### src/rtl/video_timing_if.sv
// video_timing_if: raster timing bundle between the timing generator and its video consumers.
//   master (generator): in ce_pix, hoffs, voffs, interlace; out hcount, vcount, hs, vs, hb, vb, de, line_start, frame, field
//   slave  (consumer) : the mirror image of master
interface video_timing_if #(
  parameter int CW = 9
);
  logic          ce_pix;
  logic [3:0]    hoffs;
  logic [3:0]    voffs;
  logic          interlace;
  logic [CW-1:0] hcount;
  logic [CW-1:0] vcount;
  logic          hs;
  logic          vs;
  logic          hb;
  logic          vb;
  logic          de;
  logic          line_start;
  logic          frame;
  logic          field;
  modport master (
    input  ce_pix, hoffs, voffs, interlace,
    output hcount, vcount, hs, vs, hb, vb, de, line_start, frame, field
  );
  modport slave (
    output ce_pix, hoffs, voffs, interlace,
    input  hcount, vcount, hs, vs, hb, vb, de, line_start, frame, field
  );
endinterface

### src/rtl/video_timing_gen.sv
// video_timing_gen: parametrised raster timing generator (counters, blanking, syncs, display enable).
//   clk      : system clock
//   reset_n  : asynchronous active-low reset
//   vt       : video_timing_if.master -- ce_pix, signed hoffs/voffs, interlace in;
//              hcount, vcount, hs, vs, hb, vb, de, line_start, frame, field out
//   Optional interlace support is compiled in with VIDEO_TIMING_INTERLACE_EN; without it
//   interlace is ignored, field stays 0 and every frame is V_TOTAL lines.
module video_timing_gen #(
  parameter int CW           = 9,
  parameter int H_TOTAL      = 384,
  parameter int H_ACT_START  = 17,
  parameter int H_ACT_END    = 273,
  parameter int H_SYNC_START = 309,
  parameter int H_SYNC_END   = 341,
  parameter int V_TOTAL      = 263,
  parameter int V_ACT_START  = 16,
  parameter int V_ACT_END    = 240,
  parameter int V_SYNC_START = 250,
  parameter int V_SYNC_END   = 253,
  parameter bit HS_POL       = 1'b0,
  parameter bit VS_POL       = 1'b0
) (
  input logic             clk,
  input logic             reset_n,
  video_timing_if.master  vt
);
  function automatic logic [CW-1:0] wrap(input int pos, input int total);
    int r;
    r = pos < 0 ? pos + total : (pos >= total ? pos - total : pos);
    return r[CW-1:0];
  endfunction
  function automatic logic in_win(input logic [CW-1:0] x, input logic [CW-1:0] s, input logic [CW-1:0] e);
    return s <= e ? (x >= s && x < e) : (x >= s || x < e);
  endfunction
  logic [CW-1:0] hcount, vcount, hn, vn, v_max, hss, hse, vss, vse, vpos;
  logic [3:0]    ho_q, vo_q, ho, vo;
  logic          hs, vs, hb, vb, de, line_start, frame, field, field_n;
  logic          h_wrap, v_last, f_wrap, hb_n, vb_n, hs_act, vs_act;
`ifdef VIDEO_TIMING_INTERLACE_EN
  // A field-1 frame carries the extra half-line pair, so it is one line longer.
  assign field_n = f_wrap ? vt.interlace & ~field : field;
  assign v_max   = field ? CW'(V_TOTAL) : CW'(V_TOTAL - 1);
  assign vpos    = field_n ? wrap(int'(hss) + H_TOTAL / 2, H_TOTAL) : hss;
`else
  assign field_n = vt.interlace & 1'b0;
  assign v_max   = CW'(V_TOTAL - 1);
  assign vpos    = hss;
`endif
  // Offsets apply from the frame they are sampled on, so the new frame's first pixel already uses them.
  always_comb begin
    h_wrap = hcount == CW'(H_TOTAL - 1);
    v_last = vcount == v_max;
    f_wrap = h_wrap & v_last;
    ho     = f_wrap ? vt.hoffs : ho_q;
    vo     = f_wrap ? vt.voffs : vo_q;
    hn     = h_wrap ? '0 : hcount + CW'(1);
    vn     = h_wrap ? (v_last ? '0 : vcount + CW'(1)) : vcount;
    hss    = wrap(H_SYNC_START - int'($signed(ho)), H_TOTAL);
    hse    = wrap(H_SYNC_END - int'($signed(ho)), H_TOTAL);
    vss    = wrap(V_SYNC_START - int'($signed(vo)), V_TOTAL);
    vse    = wrap(V_SYNC_END - int'($signed(vo)), V_TOTAL);
    hb_n   = (hn < CW'(H_ACT_START)) | (hn >= CW'(H_ACT_END));
    vb_n   = (vn < CW'(V_ACT_START)) | (vn >= CW'(V_ACT_END));
    hs_act = in_win(hn, hss, hse);
    vs_act = in_win(vn, vss, vse);
  end
  always_ff @(posedge clk or negedge reset_n) begin
    if (!reset_n) begin
      hcount     <= '0;
      vcount     <= '0;
      hb         <= 1'b1;
      vb         <= 1'b1;
      de         <= 1'b0;
      hs         <= ~HS_POL;
      vs         <= ~VS_POL;
      line_start <= 1'b0;
      frame      <= 1'b0;
      field      <= 1'b0;
      ho_q       <= '0;
      vo_q       <= '0;
    end else begin
      // Pulses are re-evaluated every clk so they last exactly one clk whatever the ce_pix duty.
      line_start <= vt.ce_pix & h_wrap;
      frame      <= vt.ce_pix & f_wrap;
      if (vt.ce_pix) begin
        hcount <= hn;
        vcount <= vn;
        hb     <= hb_n;
        vb     <= vb_n;
        de     <= ~hb_n & ~vb_n;
        hs     <= hs_act ? HS_POL : ~HS_POL;
        // VS only moves on the HS leading-edge column (half a line later in field 1).
        if (hn == vpos) vs <= vs_act ? VS_POL : ~VS_POL;
        ho_q   <= ho;
        vo_q   <= vo;
        field  <= field_n;
      end
    end
  end
  assign vt.hcount     = hcount;
  assign vt.vcount     = vcount;
  assign vt.hs         = hs;
  assign vt.vs         = vs;
  assign vt.hb         = hb;
  assign vt.vb         = vb;
  assign vt.de         = de;
  assign vt.line_start = line_start;
  assign vt.frame      = frame;
  assign vt.field      = field;
endmodule

### src/flat_wrapper.sv
// flat-port wrapper written by rule: the top's interface ports become plain ports
module video_timing_gen_flat 
#(
  parameter int CW           = 9,
  parameter int H_TOTAL      = 384,
  parameter int H_ACT_START  = 17,
  parameter int H_ACT_END    = 273,
  parameter int H_SYNC_START = 309,
  parameter int H_SYNC_END   = 341,
  parameter int V_TOTAL      = 263,
  parameter int V_ACT_START  = 16,
  parameter int V_ACT_END    = 240,
  parameter int V_SYNC_START = 250,
  parameter int V_SYNC_END   = 253,
  parameter bit HS_POL       = 1'b0,
  parameter bit VS_POL       = 1'b0
)
  (clk, reset_n, vt_ce_pix, vt_hoffs, vt_voffs, vt_interlace, vt_hcount, vt_vcount, vt_hs, vt_vs, vt_hb, vt_vb, vt_de, vt_line_start, vt_frame, vt_field);
  video_timing_if #(.CW(CW)) vt_i ();
  input logic clk;
  input logic reset_n;
  input wire logic [$bits(vt_i.ce_pix)-1:0] vt_ce_pix;
  input wire logic [$bits(vt_i.hoffs)-1:0] vt_hoffs;
  input wire logic [$bits(vt_i.voffs)-1:0] vt_voffs;
  input wire logic [$bits(vt_i.interlace)-1:0] vt_interlace;
  output wire logic [$bits(vt_i.hcount)-1:0] vt_hcount;
  output wire logic [$bits(vt_i.vcount)-1:0] vt_vcount;
  output wire logic [$bits(vt_i.hs)-1:0] vt_hs;
  output wire logic [$bits(vt_i.vs)-1:0] vt_vs;
  output wire logic [$bits(vt_i.hb)-1:0] vt_hb;
  output wire logic [$bits(vt_i.vb)-1:0] vt_vb;
  output wire logic [$bits(vt_i.de)-1:0] vt_de;
  output wire logic [$bits(vt_i.line_start)-1:0] vt_line_start;
  output wire logic [$bits(vt_i.frame)-1:0] vt_frame;
  output wire logic [$bits(vt_i.field)-1:0] vt_field;
  assign vt_i.ce_pix = vt_ce_pix;
  assign vt_i.hoffs = vt_hoffs;
  assign vt_i.voffs = vt_voffs;
  assign vt_i.interlace = vt_interlace;
  assign vt_hcount = vt_i.hcount;
  assign vt_vcount = vt_i.vcount;
  assign vt_hs = vt_i.hs;
  assign vt_vs = vt_i.vs;
  assign vt_hb = vt_i.hb;
  assign vt_vb = vt_i.vb;
  assign vt_de = vt_i.de;
  assign vt_line_start = vt_i.line_start;
  assign vt_frame = vt_i.frame;
  assign vt_field = vt_i.field;
  video_timing_gen #(.CW(CW), .H_TOTAL(H_TOTAL), .H_ACT_START(H_ACT_START), .H_ACT_END(H_ACT_END), .H_SYNC_START(H_SYNC_START), .H_SYNC_END(H_SYNC_END), .V_TOTAL(V_TOTAL), .V_ACT_START(V_ACT_START), .V_ACT_END(V_ACT_END), .V_SYNC_START(V_SYNC_START), .V_SYNC_END(V_SYNC_END), .HS_POL(HS_POL), .VS_POL(VS_POL)) u_core (.clk(clk), .reset_n(reset_n), .vt(vt_i));
endmodule
### config.mk
export PLATFORM = sky130hd
export DESIGN_NAME = video_timing_gen_flat
export DESIGN_NICKNAME = d
export VERILOG_FILES = /design/src/rtl/video_timing_if.sv /design/src/rtl/video_timing_gen.sv /design/src/flat_wrapper.sv
export SDC_FILE = /design/constraint.sdc
export NUM_CORES = 1
export LEC_CHECK = 0
export BUFFER_PORTS_ARGS = -buffer_cell sky130_fd_sc_hd__buf_4
export CORE_ASPECT_RATIO = 0.8
export CORE_UTILIZATION = 41
export DETAILED_ROUTE_END_ITERATION = 8
export PLACE_DENSITY = 0.66
export SLEW_MARGIN = 20
export SYNTH_ARGS = -nofsm -noshare
export SYNTH_HDL_FRONTEND = slang
export SYNTH_SLANG_ARGS = --single-unit
### constraint.sdc
create_clock -name clk -period 5.3 [get_ports clk]
set_input_delay 0.265 -clock clk [delete_from_list [all_inputs] [get_ports clk]]
set_output_delay 0.265 -clock clk [all_outputs]
set_load 0.02 [all_outputs]
# Yosys cells after proc, flatten, opt, wreduce, memory -nomap -nowiden
# Cells that the tools add are included.
# totals
reg_bits	33
in_bits	12
out_inout_bits	26
word_cells	76
# op_classes
n_addsub	14
order_cmp	18
eq_ne	3
n_mux	17
n_bitwise	8
n_reduce_logical	5
# ops
operator	count
9-bit 2-to-1 mux	11
11-bit by 10-bit greater-or-equal comparator with 1-bit output, second input constant	2
11-bit by 1-bit < comparator with 1-bit output, second input constant	2
10-bit by 4-bit subtractor with 11-bit output, first input constant	2
10-bit greater-or-equal comparator, second input constant	2
10-bit by 1-bit < comparator with 1-bit output, second input constant	2
9-bit by 4-bit subtractor with 10-bit output, first input constant	2
9-bit by 1-bit adder with 9-bit output, second input constant	2
9-bit by 8-bit adder with 9-bit output, second input constant	2
9-bit adder, second input constant	2
9-bit == test, second input constant	2
9-bit greater-or-equal comparator	2
9-bit <= comparator	2
9-bit by 5-bit < comparator with 1-bit output, second input constant	2
9-bit < comparator	2
9-bit by 8-bit subtractor with 9-bit output, second input constant	2
9-bit subtractor, second input constant	2
9-bit == test	1
9-bit by 8-bit greater-or-equal comparator with 1-bit output, second input constant	1
9-bit greater-or-equal comparator, second input constant	1
4-bit 2-to-1 mux	2
1-bit AND	4
1-bit 2-to-1 mux	4
1-bit logical AND	2
4 further kinds	7

# Depth between registers and ports, before layout
# logic_depth
depth_word	11
mapped_depth	26
depth_no_buf	25

# Worst setup path before layout
# No wires, ideal clock.
# synth_timing
path_type	register to register
start	register u_core.vcount[0] (netlist: u_core.vt.vcount[0])
end	register u_core.vs (netlist: u_core.vt.vs)
setup_ns	0.097
arrival_time_ns	4.873
required_ns	5.203
setup_slack_ns	0.330
path_stages_with_launch	26
path_buffers	1
period_less_slack_ns	4.970
cell_sequence	dfrtp_1 inv_1 ha_1 or4b_4 nor4_4 buf_6 mux2_2 ha_1 a21oi_1 inv_1 ha_1 and3b_1 o41ai_1 o311a_1 o21bai_1 nor2_1 a21oi_1 ha_1 nor2b_1 o21a_1 o211ai_1 a31oi_1 o21bai_1 a21oi_1 maj3_2 o41ai_2
# synth_between
elab_chain_len	11
word_cells_on_any_way	37
classes_between	10 x add/sub; 9 x order compare; 2 x eq/ne; 12 x mux; 1 x bitwise; 3 x reduce/logical
# synth_lines
item	line	text
from (decl)	video_timing_gen.sv:35	logic [CW-1:0] hcount, vcount, hn, vn, v_max, hss, hse, vss, vse, vpos;
from (signal assigned)	video_timing_gen.sv:87	vcount <= vn;
9-bit == test *	video_timing_gen.sv:52	v_last = vcount == v_max;
1-bit AND *	video_timing_gen.sv:53	f_wrap = h_wrap & v_last;
4-bit 2-to-1 mux *	video_timing_gen.sv:55	vo = f_wrap ? vt.voffs : vo_q;
named net u_core.vo[1]	video_timing_gen.sv:36	logic [3:0] ho_q, vo_q, ho, vo;
9-bit by 4-bit subtractor with 10-bit output (on tied branches)	video_timing_gen.sv:60, video_timing_gen.sv:61	
9-bit subtractor or 10-bit greater-or-equal comparator (tied branches)	video_timing_gen.sv:29	r = pos < 0 ? pos + total : (pos >= total ? pos - total : pos);
9-bit 2-to-1 mux (2 in series)	video_timing_gen.sv:29	
9-bit greater-or-equal comparator or 9-bit < comparator (tied branches)	video_timing_gen.sv:33	return s <= e ? (x >= s && x < e) : (x >= s || x < e);
1-bit logical OR or 1-bit logical AND (tied branches)	video_timing_gen.sv:33	
1-bit 2-to-1 mux *	video_timing_gen.sv:33	
1-bit 2-to-1 mux *	video_timing_gen.sv:93	if (hn == vpos) vs <= vs_act ? VS_POL : ~VS_POL;
to (signal assigned)	video_timing_gen.sv:75	vs <= ~VS_POL;
to (signal assigned)	video_timing_gen.sv:93	
to (decl)	video_timing_gen.sv:37	logic hs, vs, hb, vb, de, line_start, frame, field, field_n;
# The timed path passes the listed nets; every way through them passes the cells marked *.
# A chain may end at the register's enable or synchronous reset.

# Final worst setup path
# layout_timing
start	register u_core.vcount[0] (netlist: u_core.vt.vcount[0])
end	register u_core.vs (netlist: u_core.vt.vs)
# layout_between
elab_chain_len	11
word_cells_on_any_way	37
classes_between	10 x add/sub; 9 x order compare; 2 x eq/ne; 12 x mux; 1 x bitwise; 3 x reduce/logical
# layout_lines
item	line
9-bit == test	video_timing_gen.sv:52
1-bit AND	video_timing_gen.sv:53
4-bit 2-to-1 mux	video_timing_gen.sv:55
9-bit by 4-bit subtractor with 10-bit output (on tied branches)	video_timing_gen.sv:60, video_timing_gen.sv:61
9-bit subtractor or 10-bit greater-or-equal comparator (tied branches)	video_timing_gen.sv:29
9-bit 2-to-1 mux (2 in series)	video_timing_gen.sv:29
9-bit greater-or-equal comparator or 9-bit < comparator (tied branches)	video_timing_gen.sv:33
1-bit logical OR or 1-bit logical AND (tied branches)	video_timing_gen.sv:33
1-bit 2-to-1 mux	video_timing_gen.sv:33
1-bit 2-to-1 mux	video_timing_gen.sv:93
# Parallel ways exist; a longest one is shown, timed or not.

==> impl_metrics.yaml <==
setup_path:
  path_max_fanout: 4
  critPathCaptureType: "flop"
  worstPathArrival_ns: 5.39
  startpoint: "u_core.vt.vcount[0]$_DFFE_PN0P_"
  r2r_slack_ns: 0.10
  critPathKind: "flop to flop"
  ff2ff_path_depth: 24
  critPathRequiredTime_ns: 5.50
  rr_startpoint: "u_core.vt.vcount[0]$_DFFE_PN0P_"
  cp-start-kind: "flop"
  timing.rr.end: "u_core.vt.vs$_DFFE_PN1P_"
final_layout:
  fill_cells: 683
  instances_no_fill: 525
  drive_above_1_share_pct: 31.7
  fin_util_pct: 54.6
  design_area_um2: 4070
  final_net_count: 475
  synthToLayoutAreaGrowth_pct: 27.6
  num_antenna_cells: 0
global_route:
  grt_usage_pct: 20.1
  first_global_vias: 2515
  grt_max_degree: 34
  grt_first_pass_wirelength_mm: 12.6
  antenna_found_initial: 0
  grt.overflow.total: 0
timing:
  hold_viol: 0
  setup_viol: 0
  period_share_pct: 98.1
  finalWorstSetupSlack_ns: 0.103
  tightestPinTransition_ns: 0.617
  fin_skew_ns: 0.00526
  finalSetupTns_ns: 0
  fmax_mhz: 192
  slew_viol_final: 0
  hold_ws_ns: 0.219
  relSlewSlack_pct: 58.6
  grt_setup_unrepaired: "true"
  period_minus_slack_ns: 5.20
yosys:
  syn_nets: 414
  synth_top_area_share_pct: 22.7
  ys_warn_count: 0
  synthTopCellsByArea: "dfrtp_1 (23%), ha_1 (17%), mux2_2 (6.0%), xnor2_1 (4.1%), nand2_1 (4.0%)"
  netlist_area_um2: 3190
  synth_top_area_cell: "dfrtp_1"
  syn_inst: 358
  synth-edff-count: 0
  ys_seq_area_share_pct: 26.0
  synth_cell_types: 63
  ys_seq_elements: 33
  ys_async_sr_fraction_pct: 100
  synth_top_flop_cell: "dfrtp_1"
  avgSynthCellArea_um2: 8.92
placed_design:
  dp.cells: 501
  port_buffers: 35
  placed_area_um2: 3640
  dp_worst_setup_slack_ns: 0.0304
  place_hpwl_mm: 6.12
  gp_congestion: 0.885
route:
  wl_per_cell_um: 15.7
  firstDrtPassIters: 5
  wl_mm: 8.26
  viasPerCell: 5.46
  drt_drc_violations_left: 0
  ant_nets: 0
  drt_first_iter_violations: 165
  vias: 2867
power:
  power_leakage_nw: 1.93
  finalPower_mw: 1.07
  peakVddDrop_v: 0.000150
  powerDensity_nw_per_um2: 264
floorplan:
  die_h_um: 80.9
  dieArea_um2: 8140
  core.rowCount: 28
  start_util_pct: 42.8
  io_pins: 38
  die_w_um: 101
  coreArea_um2: 7460
worst_hold_path:
  holdCritStartpoint: "vt_hoffs[3]"
  min_to: "u_core.ho_q[3]$_DFFE_PN0P_"
  min_path_cells: 2
  min_path_type: "input port to flop"
cts:
  cts_buffers: 5
  clock_latency_ns: 0.29
  cts_buffer_depth: 2
  clock-sinks: 33
  cts_tree: "built"
  cts_root_buf: "clkbuf_8"
  clk_pin_slew_ns: 0.07
  htree_num_levels: 2
run_status:
  status: "complete, no violations"
job:
  max_cap_violations: 0
-- cell type report --
class / instances / area [µm²] / share of cell area [%]
multi-input combinational: 289 / 2420 / 59.5
sequential: 33 / 831 / 20.4
inverter: 22 / 82.6 / 2.03
timing repair buffer: 68 / 517 / 12.7
tap: 105 / 131 / 3.22
clock buffer: 8 / 90.1 / 2.21
-- worst max-delay path by stage --
| stage | to | slack, ns | depth (start not counted) |
|---|---|---|---|
| 2_1_floorplan | u_core.vt.vs$_DFFE_PN1P_ | 0.33 | 25 |
| 3_3_place_gp | u_core.vt.vs$_DFFE_PN1P_ | 0.16 | 23 |
| 3_5_place_dp | u_core.vt.vs$_DFFE_PN1P_ | 0.03 | 23 |
| 4_1_cts | u_core.vt.vs$_DFFE_PN1P_ | 0.02 | 23 |
| 5_1_grt | u_core.vt.vs$_DFFE_PN1P_ | -0.16 | 24 |
| 6_report | u_core.vt.vs$_DFFE_PN1P_ | 0.10 | 24 |
-- synth_stat cells, types with 2 or more instances --
| cell | instances |
|---|---|
| a21o_1 | 7 |
| nand2_1 | 34 |
| and2_1 | 2 |
| nand2b_1 | 4 |
| a31o_2 | 3 |
| clkbuf_2 | 2 |
| mux2i_1 | 6 |
| o21bai_1 | 3 |
| buf_1 | 2 |
| nor3b_1 | 5 |
| o21ai_0 | 11 |
| nand4_1 | 10 |
| nor3_1 | 10 |
| dfstp_2 | 4 |
| inv_1 | 22 |
| xor2_1 | 11 |
| mux2_2 | 17 |
| ha_1 | 44 |
| nor2b_1 | 4 |
| nor2_1 | 19 |
| nor4_1 | 3 |
| o21a_1 | 4 |
| nand3_1 | 17 |
| xnor2_1 | 15 |
| and3_1 | 4 |
| a31oi_1 | 2 |
| buf_2 | 3 |
| a21oi_1 | 19 |
| buf_6 | 2 |
| nand3b_1 | 2 |
| dfrtp_1 | 29 |
| clkbuf_1 | 4 |
| or4b_1 | 2 |
| o31ai_1 | 3 |
-- what timing repair did --
action                     4_1_cts  5_1_grt
resized for setup                0       44
buffers inserted                 0       15
setup endpoints to repair        0        1
hold endpoints to repair        29        0
hold buffers                     1        0
-- critical path, stage by stage, from the launching register on --
cell and delay [ns]:
dfrtp_1 0.39, inv_2 0.09, ha_4 0.13, or4b_4 0.50, nor4_4 0.43, buf_4 0.20
mux2i_4 0.34, ha_4 0.21, a21oi_4 0.06, inv_2 0.09, ha_4 0.13, nand3b_1 0.09
o311a_4 0.35, o21bai_4 0.19, nor2_2 0.05, a21oi_2 0.14, ha_1 0.28, nor2b_4 0.14
o21a_1 0.16, o211ai_1 0.17, a31oi_1 0.11, o21bai_1 0.15, a21oi_1 0.09, maj3_2 0.33
o41ai_2 0.27
-- power by group --
part | leakage [nW] | internal [mW] | switching, mW
Sequential | 0.415 | 0.292 | 0.0265
Clock | 0.0455 | 0.106 | 0.0972
Combinational | 1.47 | 0.250 | 0.303
Total | 1.93 | 0.648 | 0.427
-- registers in the layout (all words and copies together), names as in the netlist --
register / cells
u_core.vt.hcount: 9
u_core.vt.vcount: 9
u_core.ho_q: 4
u_core.vo_q: 4
u_core.vt.de: 1
u_core.vt.frame: 1
u_core.vt.hb: 1
u_core.vt.hs: 1
u_core.vt.line_start: 1
u_core.vt.vb: 1
u_core.vt.vs: 1
-- layer usage --
layer | up-vias | part of all wire, % | track usage [%]
met5 | - | 0 | 0
met4 | 0 | 0.77 | 4.35
met3 | 7 | 4.4 | 3.70
met2 | 71 | 43 | 28.9
met1 | 1375 | 52 | 30.6
li1 | 1414 | - | -
-- logic make-up (layout without fill, tap and decap cells) --
| kind of cell | Yosys count | after routing | share of synthesized area, % |
|---|---|---|---|
| compound gates | 64 | 64 | 13.4 |
| buf+inv | 36 | 98 | 5.02 |
| other cells | 1 | 1 | 0.117 |
| xor+xnor | 26 | 26 | 7.13 |
| mux | 24 | 24 | 8.31 |
| simple gates | 129 | 129 | 22.4 |
| fa+ha+maj | 45 | 45 | 17.6 |
| flops | 33 | 33 | 26.0 |
-- layout by cell type (no fill, tap or decap), drive strengths merged, types with 4 or more instances in the layout --
cell / Yosys / final
o21ai: 11 / 11
mux2: 17 / 17
xor2: 11 / 11
nand3: 17 / 17
nor4: 4 / 4
inv: 22 / 22
dfstp: 4 / 4
nand4: 10 / 10
nor2b: 4 / 4
xnor2: 15 / 15
mux2i: 7 / 7
nand2b: 4 / 4
ha: 44 / 44
o21a: 4 / 4
a21oi: 19 / 19
a21o: 7 / 7
nor3b: 6 / 6
nand2: 34 / 34
nor2: 19 / 19
and3: 4 / 4
clkbuf: 6 / 8
dfrtp: 29 / 29
buf: 8 / 67
nor3: 11 / 11
Note: power is estimated with default switching activity, not from simulation.
